--- config.mk ---
export PLATFORM = sky130hd
export DESIGN_NAME = fp_align
export DESIGN_NICKNAME = d
export VERILOG_FILES = /design/src/rtl/fp_align.sv
export SDC_FILE = /design/constraint.sdc
export NUM_CORES = 1
export LEC_CHECK = 0
export CAP_MARGIN = 20
export CORE_MARGIN = 2
export CORE_UTILIZATION = 52
export CTS_CLUSTER_SIZE = 30
export DETAILED_ROUTE_END_ITERATION = 16
export PLACE_DENSITY = 0.94
export REMOVE_ABC_BUFFERS = 1
export SLEW_MARGIN = 25
export SYNTH_ARGS = -nofsm -noshare
export SYNTH_HDL_FRONTEND = slang
export SYNTH_SLANG_ARGS = --single-unit
--- constraint.sdc ---
create_clock -name clk -period 4.45 [get_ports clk]
set_input_delay 0.445 -clock clk [delete_from_list [all_inputs] [get_ports clk]]
set_output_delay 0.445 -clock clk [all_outputs]
set_load 0.02 [all_outputs]
--- src/rtl/fp_align.sv ---
// Operand alignment stage of the FP adder: unpack, order by magnitude, right-shift the smaller mantissa with guard/round/sticky.
// Optional build macro FP_ALIGN_SHORTCUT_EN: exponent differences of 26 or more finish without iterating SHIFT.
module fp_align #(
  parameter int STEP = 4
) (
  input  logic        clk,
  input  logic        rstN,
  input  logic        inValid,
  output logic        inReady,
  input  logic [31:0] opA,
  input  logic [31:0] opB,
  output logic        outValid,
  input  logic        outReady,
  output logic [23:0] mantissaLarge,
  output logic [23:0] mantissaSmall,
  output logic [7:0]  exponentOut,
  output logic        signLarge,
  output logic        signSmall,
  output logic        guardBit,
  output logic        roundBit,
  output logic        stickyBit,
  output logic        special
);

  localparam logic [1:0] IDLE  = 2'd0;
  localparam logic [1:0] SHIFT = 2'd1;
  localparam logic [1:0] DONE  = 2'd2;

  localparam logic [4:0] MAX_SHIFT = 5'd26;
  localparam logic [4:0] STEP_L    = 5'(STEP);

  logic [1:0]  state;
  logic [23:0] mant_l_p0;
  logic [26:0] small_p0;
  logic [7:0]  exp_p0;
  logic        sign_l_p0;
  logic        sign_s_p0;
  logic        special_p0;
  logic [4:0]  remain_p0;

  logic [7:0]  exp_a, exp_b, eff_a, eff_b;
  logic [23:0] mant_a, mant_b;
  logic        a_large;
  logic [7:0]  eff_l, eff_s, diff;
  logic [23:0] m_l, m_s;
  logic        s_l, s_s;
  logic        is_special;
  logic [4:0]  step_amt, remain_next;

  // Right shift of {mant, G, R, S}; everything passing through the S slot is ORed into it.
  function automatic logic [26:0] shift_sticky(input logic [26:0] v, input logic [4:0] k);
    logic [26:0] r;
    logic        s;
    r = v >> k;
    s = 1'b0;
    for (int i = 0; i < 27; i++) begin
      if (5'(i) <= k) s = s | v[i];
    end
    r[0] = s;
    return r;
  endfunction

  function automatic logic [4:0] clamp_shift(input logic [7:0] d);
    return (d >= 8'(MAX_SHIFT)) ? MAX_SHIFT : d[4:0];
  endfunction

  assign exp_a  = opA[30:23];
  assign exp_b  = opB[30:23];
  assign eff_a  = (exp_a == 8'd0) ? 8'd1 : exp_a;
  assign eff_b  = (exp_b == 8'd0) ? 8'd1 : exp_b;
  assign mant_a = {exp_a != 8'd0, opA[22:0]};
  assign mant_b = {exp_b != 8'd0, opB[22:0]};

  // Ties keep opA as the larger operand.
  assign a_large    = {eff_a, mant_a} >= {eff_b, mant_b};
  assign eff_l      = a_large ? eff_a : eff_b;
  assign eff_s      = a_large ? eff_b : eff_a;
  assign m_l        = a_large ? mant_a : mant_b;
  assign m_s        = a_large ? mant_b : mant_a;
  assign s_l        = a_large ? opA[31] : opB[31];
  assign s_s        = a_large ? opB[31] : opA[31];
  assign diff       = eff_l - eff_s;
  assign is_special = (exp_a == 8'hFF) || (exp_b == 8'hFF);

  assign step_amt    = (remain_p0 < STEP_L) ? remain_p0 : STEP_L;
  assign remain_next = remain_p0 - step_amt;

  always_ff @(posedge clk) begin
    if (!rstN) begin
      state      <= IDLE;
      mant_l_p0  <= '0;
      small_p0   <= '0;
      exp_p0     <= '0;
      sign_l_p0  <= 1'b0;
      sign_s_p0  <= 1'b0;
      special_p0 <= 1'b0;
      remain_p0  <= '0;
    end else begin
      case (state)
        // accept boundary: register ordered operands
        IDLE: begin
          if (inValid) begin
            mant_l_p0  <= m_l;
            sign_l_p0  <= s_l;
            sign_s_p0  <= s_s;
            special_p0 <= is_special;
            remain_p0  <= 5'd0;
            if (is_special) begin
              small_p0 <= {m_s, 3'b000};
              exp_p0   <= 8'hFF;
              state    <= DONE;
            end else if (diff == 8'd0) begin
              small_p0 <= {m_s, 3'b000};
              exp_p0   <= eff_l;
              state    <= DONE;
`ifdef FP_ALIGN_SHORTCUT_EN
            end else if (diff >= 8'(MAX_SHIFT)) begin
              small_p0 <= {26'd0, |m_s};
              exp_p0   <= eff_l;
              state    <= DONE;
`endif
            end else begin
              small_p0  <= {m_s, 3'b000};
              exp_p0    <= eff_l;
              remain_p0 <= clamp_shift(diff);
              state     <= SHIFT;
            end
          end
        end
        // shift boundary: up to STEP bits per cycle
        SHIFT: begin
          small_p0  <= shift_sticky(small_p0, step_amt);
          remain_p0 <= remain_next;
          if (remain_next == 5'd0) state <= DONE;
        end
        DONE: begin
          if (outReady) state <= IDLE;
        end
        default: state <= IDLE;
      endcase
    end
  end

  assign inReady       = (state == IDLE);
  assign outValid      = (state == DONE);
  assign mantissaLarge = mant_l_p0;
  assign mantissaSmall = small_p0[26:3];
  assign guardBit      = small_p0[2];
  assign roundBit      = small_p0[1];
  assign stickyBit     = small_p0[0];
  assign exponentOut   = exp_p0;
  assign signLarge     = sign_l_p0;
  assign signSmall     = sign_s_p0;
  assign special       = special_p0;

endmodule

==> results.md, run 1 <==
- Status: finished, final reports clean
- Iter 0 DRT Violations: between 600 and 700
- Vias in the first global route: approximately 5900
- Crit path from: opB[24]
- Top Ports: 132
- Post-synthesis mux area share: about 5.6%
- TritonRoute pass-1 iters: 5
- Layout cells sized above 1: 9.51%
- Register area share after synthesis: between 20% and 30%
- Post-synthesis compound-gate area fraction: 32.7%
- Clock transition at path regs: about 0.07 ns
- Slowest stage delay, CP: ~0.56 ns
- Yosys cell types: 76
- Post_cts resized: 0
- Min-Delay Path Class: register to register
- Final cell area excluding filler cells: ~7400 um2
- Syn Area/Cell: around 7.4 um2
- Clock buffer depth: 2
- Post-CTS setup repair buffer count: 0
- Critical path class: primary input to register
- Core Footprint: around 11000 um2
- Layout Nets: 980
- Die span in x: approximately 110 um
- DP HPWL: about 13000 um
- Diodes inserted: 0
- Crit share post-route: a little over nine tenths
- Required @ worst endpoint: approximately 4.7 ns
- Area Overhead vs Synth: 29.8%
- Commonest register cell after synthesis: dfxtp_1
- Cell Pwr Density: approximately 520 nW/um2
- Reg2reg start: remain_p0[2]
- CTS tree: done
- Synth Warn #: 0
- Inserted Clock Buffers: 9
- Max FO, Critical Path: 5
- CTS Root Cell: clkbuf_8
- Largest net degree at the start of global routing: between 50 and 60
- Final non-filler cell total: between 1000 and 1500
- CTS sink cnt: slightly below 70
- # DRC: 0
- Worst Setup Start Kind: primary input
- WHS: 0.472 ns
- Total GRT Usage: around 30%
- Fin Clk Skew: ~0.011 ns
- Final Wtd Congestion: about 1.0
- Seq cells post-synth: 69
- Final ANT Viol Nets: 0
- Slew @ Worst Pin: between 1 and 1.5 ns
- Final min period: roughly 4.2 ns
- Global-route wire length before repair: 28800 um
- Simple logic cell fraction of the synthesized area: roughly 22%
- Slew Limit Fails: 0
- Synth Area in XOR/XNOR: less than 1%
- Largest family of logic cells by synthesized area: compound AO/OA/AOI/OAI gates
- Most used cell, CP: ha_1
- H-Tree Depth: 3
- RSZ-0062 raised after global routing: no
- Via count: between 6000 and 7000
- LEAKAGE: ~3 nW
- Core Rows: 38
- Final setup viols: 0
- Final hold violation count: 0
- Cell Chain, Critical Path: clkdlybuf4s50_1 -> or4_1 -> nor2_2 -> buf_4 -> ha_1 -> nand4_1 -> nor4_4 -> a221oi_2 -> and2_4 -> and4_4 -> nor2_1 -> ha_1 -> nand3_1 -> o21ai_1 -> o21ba_1 -> o41ai_2 -> a22oi_2 -> nand4bb_1 -> a31o_1
- Initial antenna violation count: 0
- Rel. slew slack: 30.7%
- Adder-cell area share of the yosys netlist: ~7.5%
- Post-synthesis cell count: between 700 and 800
- Gr ovfl total: 0
- Cts hold-fix bufs: 0
- Post-Synthesis Cell Area: about 5700 um2
- Hold Crit Start: mantissaLarge[23]
- Final wirelength: around 18000 um
- Clk Latency, worst-skew pair: about 0.35 ns
- Post-Place Cells: roughly 1000
- Max Cap Viol: 0
- Vert. Die Dim: around 110 um
- Dpl ws: -0.0540 ns
- Port bufs: about 130
- DR vias/cell: between 6 and 7
- Share of flip-flops with an asynchronous set or reset: 0%
- Starting Density: between 50 and 60%
- Critical-path top delay cell: or4_1
- Max rail drop VDD: 0.316 mV
- Placed inst area: approximately 7000 um2
- Max Clock Freq: about 240 MHz
- Final Worst Setup Slack: between 0.2 and 0.3 ns
- Setup crit end kind: register
- Die area: 11800 um2
- CP arrival: between 4 and 5 ns
- DR WL/cell: 17.4 um
- Post-synth EDFFs: 0
-- flip-flops by register name, summed over array words and instances (netlist names) --
| name | count |
|---|---|
| exponentOut | 8 |
| mantissaLarge | 24 |
| remain_p0 | 5 |
| signLarge | 1 |
| signSmall | 1 |
| small_p0 | 27 |
| special | 1 |
| state | 2 |
-- cells in the final DEF, fill, tap and decap left out, types with 12 or more instances in the layout --
cell type,netlist,final
o21ai_0,54,54
o211a_1,26,26
nor2b_1,13,13
o21a_1,12,12
nand3_1,16,16
buf_4,1,31
a31oi_1,12,12
nor2_1,38,38
inv_1,32,32
clkdlybuf4s50_1,0,130
ha_1,34,34
a21oi_1,58,58
dfxtp_1,69,69
o211ai_1,39,39
mux2i_1,26,26
nand2_1,147,146
-- cells in the mapped netlist (all sizes together), types with 2 or more instances --
| master | number | area (um2) |
|---|---|---|
| nand3 | 16 | 80.1 |
| nor2 | 40 | 160 |
| a21boi | 7 | 52.6 |
| a2111oi | 4 | 60.1 |
| a31o | 2 | 17.5 |
| buf | 10 | 56.3 |
| nor2b | 13 | 81.3 |
| o21ai | 60 | 304 |
| o22ai | 2 | 12.5 |
| o21a | 13 | 105 |
| mux4 | 2 | 45.0 |
| xnor2 | 3 | 26.3 |
| nand2b | 6 | 37.5 |
| and2b | 2 | 17.5 |
| nand4 | 9 | 62.6 |
| and2 | 9 | 61.3 |
| clkbuf | 57 | 224 |
| a31oi | 12 | 75.1 |
| nand2 | 149 | 564 |
| o211a | 26 | 260 |
| inv | 32 | 120 |
| nand4b | 2 | 17.5 |
| nor4 | 6 | 52.6 |
| a211oi | 13 | 97.6 |
| dfxtp | 69 | 1380 |
| nor3 | 9 | 50.1 |
| a21oi | 59 | 299 |
| a311oi | 7 | 67.6 |
| a221oi | 6 | 65.1 |
| mux2i | 26 | 260 |
| a22oi | 3 | 27.5 |
| o211ai | 39 | 293 |
| ha | 34 | 425 |
| xor2 | 3 | 26.3 |
-- metrics by stage --
step	total power (W)	setup TNS [ns]	util, %
2_1_floorplan	0.00231	-0.513	-
3_3_place_gp	0.00311	0	66.4
3_5_place_dp	0.00316	-0.209	66.4
4_1_cts	0.00381	0	68.6
5_1_grt	0.00409	0	68.7
6_report	0.00385	0	68.7
-- routing by layer --
metal,vias up,share of wire (%),GRT usage [%]
met1,2949,42,40.3
met5,-,0,0
met3,46,7.8,5.00
li1,3003,-,-
met4,0,2.8,12.0
met2,308,47,49.5
-- where the power goes --
part | total (W) | switching, W | internal, W
clock | 0.000636 | 0.000263 | 0.000373
sequential | 0.00104 | 0.000223 | 0.000813
combinational | 0.00218 | 0.00127 | 0.000906
total | 0.00385 | 0.00176 | 0.00209
-- critical path: cells and delay by family --
family | cells | cell delay (ns)
and+or+nand+nor | 9 | 1.68
AOI/OAI and AO/OA | 6 | 1.24
buffers and inverters | 2 | 0.61
adders and majority gates | 2 | 0.45
-- final timing paths --
check | end | slack, ns | depth (start not counted)
max | state[0] | 0.26 | 19
min | mantissaLarge[23] | 0.47 | 2
max reg2reg | state[1] | 1.40 | 8
min reg2reg | mantissaLarge[23] | 0.47 | 2
-- layout make-up --
cell class                      instances  area, um2
Clock buffer                           10        128
Clock inverter                          6        111
Fill cell                             853       3360
Inverter                               32        120
Multi-Input combinational cell        604       3930
Sequential cell                        69       1380
Tap cell                              140        175
Timing Repair Buffer                  162       1540
-- kinds of logic (layout without fill, tap and decap cells) --
family          Yosys count  in the layout
other cells               1              1
flops                    69             69
buf+inv                  99            210
compound gates          265            265
mux                      29             29
simple gates            269            269
xor+xnor                  6              6
fa+ha+maj                34             34
No activity file was read; power rests on OpenSTA's default activity.
==> inputs of run 2 (changes only) <==
CORE_UTILIZATION = 30   (was 52)
PLACE_DENSITY = 0.64   (was 0.94)
==> results.md, run 2 (synthesized netlist as in run 1, its figures left out) <==
- Total GRT Usage: between 10% and 20%
- Crit path buf inv count: 1
- Crit path max-delay family: simple AND/OR/NAND/NOR gates
- TritonRoute pass-1 iters: 5
- Final non-filler cell total: 1124
- Placed inst area: around 7300 um2
- Rel. slew slack: slightly below 40%
- RSZ-0062 raised after global routing: no
- Final min period: 4.09 ns
- Most frequent cells in the layout: 146 x nand2_1, 130 x clkdlybuf4s50_1, 69 x dfxtp_1
- Max Cap Viol: 0
- Via count: between 6000 and 7000
- Post_cts resized: 0
- Global-route wire length before repair: just over 30000 um
- Layout cells sized above 1: between 10% and 20%
- Die span in x: 142 um
- Crit share post-route: between 90% and 100%
- Cell Pwr Density: ~520 nW/um2
- Fin Clk Skew: 0.00806 ns
- Initial antenna violation count: 0
- Max FFs per register: 27
- Die area: between 20000 and 25000 um2
- Max rail drop VDD: approximately 0.27 mV
- Diodes inserted: 0
- Clock buffer depth: 2
- Critical-path top delay cell: or4_1
- Final hold violation count: 0
- Max FO, Critical Path: 4
- Core Rows: 50
- Critical path class: primary input to register
- Slowest stage delay, CP: ~0.54 ns
- Port bufs: about 130
- Top Ports: 132
- Status: finished, final reports clean
- Area Overhead vs Synth: 33.6%
- Final wirelength: roughly 19000 um
- Slew Limit Fails: 0
- Inserted Clock Buffers: 9
- Final ANT Viol Nets: 0
- Core Footprint: around 19000 um2
- DP HPWL: approximately 14000 um
- CP arrival: 4.33 ns
- Post-Place Cells: about 1100
- # DRC: 0
- LEAKAGE: 3.14 nW
- Clock transition at path regs: about 0.060 ns
- Max Clock Freq: around 240 MHz
- Flop2flop setup slack: 1.56 ns
- CTS sink cnt: 69
- H-Tree Depth: 3
- Cell Chain, Critical Path: clkdlybuf4s50_1 -> or4_1 -> nor2_2 -> nor2_1 -> ha_1 -> nand2_1 -> nor4_4 -> a221oi_2 -> and2_4 -> a211oi_1 -> nor2_1 -> ha_1 -> nand3_1 -> o21ai_1 -> o21ba_1 -> o41ai_2 -> a22oi_2 -> nand4bb_1 -> a31o_1
- Clk Latency, worst-skew pair: ~0.34 ns
- DR vias/cell: around 5.4
- Worst Setup Start Kind: primary input
- Largest net degree at the start of global routing: 50
- Required @ worst endpoint: about 4.7 ns
- Slew @ Worst Pin: roughly 0.92 ns
- Biggest register: small_p0
- Gr ovfl total: 0
- CTS tree: done
- Cts hold-fix bufs: 0
- Starting Density: slightly above 30%
- Min-Delay Path Class: register to register
- Final cell area excluding filler cells: 7600 um2
- Final Wtd Congestion: 0.863
- DR WL/cell: roughly 17 um
- Final setup viols: 0
- Vias in the first global route: between 5000 and 6000
- Iter 0 DRT Violations: roughly 440
- Post-CTS setup repair buffer count: 0
- Vert. Die Dim: 142 um
- Layout Nets: between 900 and 1000
- Setup crit end kind: register
- Most common cell after layout, fill and taps aside: nand2_1
- CTS Root Cell: clkbuf_16
## run 2: cell type report
type / count / area, um2
Fill cell: 1943 / 11000
Multi-Input combinational cell: 604 / 3920
Timing Repair Buffer: 170 / 1600
Sequential cell: 69 / 1380
Tap cell: 234 / 293
Clock buffer: 9 / 225
Inverter: 32 / 120
Clock inverter: 6 / 63.8
## run 2: per-stage QoR
| step | worst slack, ns | utilization, % | setup TNS, ns | hold WS (ns) | total power, W |
|---|---|---|---|---|---|
| after global routing | 0.00430 | 40.8 | 0 | 0.493 | 0.00423 |
| after CTS | 0.349 | 40.8 | 0 | 0.472 | 0.00396 |
| after detailed placement | 0.0119 | 39.2 | 0 | 0.464 | 0.00321 |
| final | 0.357 | 40.8 | 0 | 0.465 | 0.00394 |
| after global placement | 0.0636 | 39.2 | 0 | 0.453 | 0.00320 |
| after floorplan | -0.133 | - | -0.513 | 0.539 | 0.00231 |
## run 2: report_power, final
group          internal, W  total (W)  switching, W  leakage, nW
combinational     0.000915    0.00217       0.00126         2.43
sequential        0.000814    0.00103      0.000215        0.569
clock             0.000431   0.000732      0.000301        0.138
total              0.00216    0.00394       0.00178         3.14
## run 2: worst paths after layout
kind                     startpoint                end  cells past startpoint
setup / recovery            opB[23]           state[0]                     19
hold / removal    mantissaLarge[23]  mantissaLarge[23]                      2
setup reg to reg       remain_p0[2]           state[1]                      8
hold reg to reg   mantissaLarge[23]  mantissaLarge[23]                      2
## run 2: per-layer routing
layer,part of all wire (%),global-route usage (%)
met1,48,25.9
met2,45,29.8
met3,5.3,3.44
met4,2.0,6.26
met5,0,0
## run 2: tightest hold or removal path, delay by kind of cell (launching register included)
family / cells / cell delay, ns
compound gates: 1 / 0.06
flops: 1 / 0.31
simple gates: 1 / 0.05
==> inputs of run 3 (changes only) <==
CORE_MARGIN = unset   (was 2)
SLEW_MARGIN = 10   (was 25)
==> results.md, run 3 (synthesized netlist as in run 1, its figures left out) <==
- Met3 Use GR: about 3.5%
- Worst reg2reg path depth: 8
- GR Util met1: between 20% and 30%
- TritonRoute pass-1 iters: 5
- Most common cell after layout, fill and taps aside: nand2_1
- Gr ovfl total: 0
- DR vias/cell: between 5 and 6
- Combinational share of power: between 50% and 60%
- Reg2reg start: remain_p0[2]
- DR WL/cell: ~17 um
- Layout cells sized above 1: just under 10%
- Area Overhead vs Synth: 33.9%
- CTS sink cnt: 69
- Net Sw Power: ~0.0018 W
- Final Wtd Congestion: around 0.82
- Clock buffer depth: 2
- Vert. Die Dim: around 140 um
- P_int: approximately 0.0022 W
- Clock transition at path regs: about 0.060 ns
- Top Ports: ~130
- Initial antenna violation count: 0
- Net Sw Frac: a little over two fifths
- Worst Setup Start Kind: primary input
- Port bufs: 131
- Slew Limit Fails: 0
- Clock power share: roughly 20%
- Total GRT Usage: approximately a fifth
- Critical path class: primary input to register
- Vias in the first global route: between 5000 and 6000
- Crit path from: opB[24]
- Crit share post-route: 92.7%
- Fin Clk Skew: between 0.006 and 0.007 ns
- DP HPWL: approximately 14000 um
- Reg power frac: between 20% and 30%
- Hold Path Stages: 2
- Largest net degree at the start of global routing: 51
- CP arrival: between 4 and 5 ns
- Dpl ws: -0.0432 ns
- Final Worst Setup Slack: roughly 0.32 ns
- Flop2flop setup slack: 1.52 ns
- Die span in x: approximately 140 um
- Layout Nets: 986
- Final ANT Viol Nets: 0
- Max FO, Critical Path: 5
- Max Clock Freq: around 240 MHz
- Diodes inserted: 0
- WHS: ~0.48 ns
- LEAKAGE: about 3.1 nW
- CTS tree: done
- Required @ worst endpoint: about 4.7 ns
- Fill cells: 1895
- Placed inst area: between 7000 and 8000 um2
- Post-CTS setup repair buffer count: 0
- Storage cell area: approximately 1400 um2
- Cell Pwr Density: 525 nW/um2
- Status: finished, final reports clean
- Min-Delay Path Class: register to register
- Final wirelength: about 19000 um
- Multi-input gate area: a little under 4000 um2
- Final min period: ~4.1 ns
- Biggest register: small_p0
- Final setup viols: 0
- Rel. slew slack: about 36%
- Die area: 19500 um2
- Slew @ Worst Pin: about 0.96 ns
- Max Cap Viol: 0
- Global-route wire length before repair: 29900 um
- Iter 0 DRT Violations: approximately 420
- Starting Density: slightly above 30%
- Final hold violation count: 0
- Hold Crit Start: mantissaLarge[23]
- Reg2Reg Capture Point: state[1]
- Clk Latency, worst-skew pair: about 0.35 ns
- CTS Root Cell: clkbuf_16
- Core Footprint: 18300 um2
- Via count: 6036
- Most frequent cells in the layout: 146 x nand2_1, 130 x clkdlybuf4s50_1, 69 x dfxtp_1
- Max rail drop VDD: 0.237 mV
- Grt met2 use: a little under a third
- Final cell area excluding filler cells: approximately 7600 um2
- # DRC: 0
- WHS Endpoint: mantissaLarge[23]
- GR peak layer: met2
- Inserted Clock Buffers: 9
- RSZ-0062 raised after global routing: no
- Core Rows: 49
- H-Tree Depth: 3
- Max FFs per register: 27
- Setup crit end kind: register
## run 3: per-stage QoR
step / utilization (%) / instances / TNS (ns) / total power [W]
2_1_floorplan: - / 705 / -0.513 / 0.00231
4_1_cts: 41.7 / 1116 / 0 / 0.00402
5_1_grt: 41.7 / 1116 / 0 / 0.00428
6_report: 41.7 / 1116 / 0 / 0.00400
3_5_place_dp: 39.9 / 1102 / -0.0863 / 0.00320
3_3_place_gp: 39.9 / 1102 / 0 / 0.00318
## run 3: layout make-up
cell class	instances	share of cell area [%]
Tap cell	229	3.76
Inverter	32	1.58
Sequential cell	69	18.1
Clock buffer	11	3.32
Timing Repair Buffer	168	20.8
Clock inverter	3	0.903
Multi-Input combinational cell	604	51.5
## run 3: worst max path at each step
| stage | to | slack, ns | cells past startpoint |
|---|---|---|---|
| CTS | remain_p0[4] | 0.29 | 21 |
| floorplan | state[0] | -0.13 | 14 |
| detailed placement | state[0] | -0.04 | 19 |
| global placement | state[0] | 0.02 | 19 |
| global route | state[0] | 0.01 | 19 |
| finish | state[0] | 0.32 | 19 |
## run 3: worst max-delay path, cell delays in order
cell,delay [ns]
clkdlybuf4s50_1,0.48
or4_1,0.56
nor2_2,0.12
buf_4,0.13
ha_1,0.24
a21oi_1,0.14
o21ai_0,0.09
a22oi_1,0.25
and2_4,0.22
and4_4,0.22
nor2_1,0.04
ha_1,0.19
nand3_1,0.08
o21ai_1,0.09
o21ba_1,0.21
o41ai_2,0.29
a22oi_2,0.10
nand4bb_1,0.23
a31o_1,0.24
## run 3: power groups by stage
stage               sequential (W)  combinational, W  clock (W)
finish                     0.00104           0.00216   0.000803
global route               0.00107           0.00237   0.000843
CTS                        0.00103           0.00216   0.000820
detailed placement         0.00104           0.00215          0
global placement           0.00104           0.00214          0
floorplan                  0.00123           0.00108          0
## run 3: metal layers
metal / vias to the layer above / wire length, um
li1: 3014 / -
met3: 30 / 950
met5: - / 0
met2: 159 / 8270
met4: 0 / 378
met1: 2833 / 9010
## run 3: what timing repair did
item,4_1_cts,5_1_grt
gates resized for setup,0,2
endpoints found under the setup margin,0,6
endpoints found under the hold margin,0,0
hold buffers,0,0
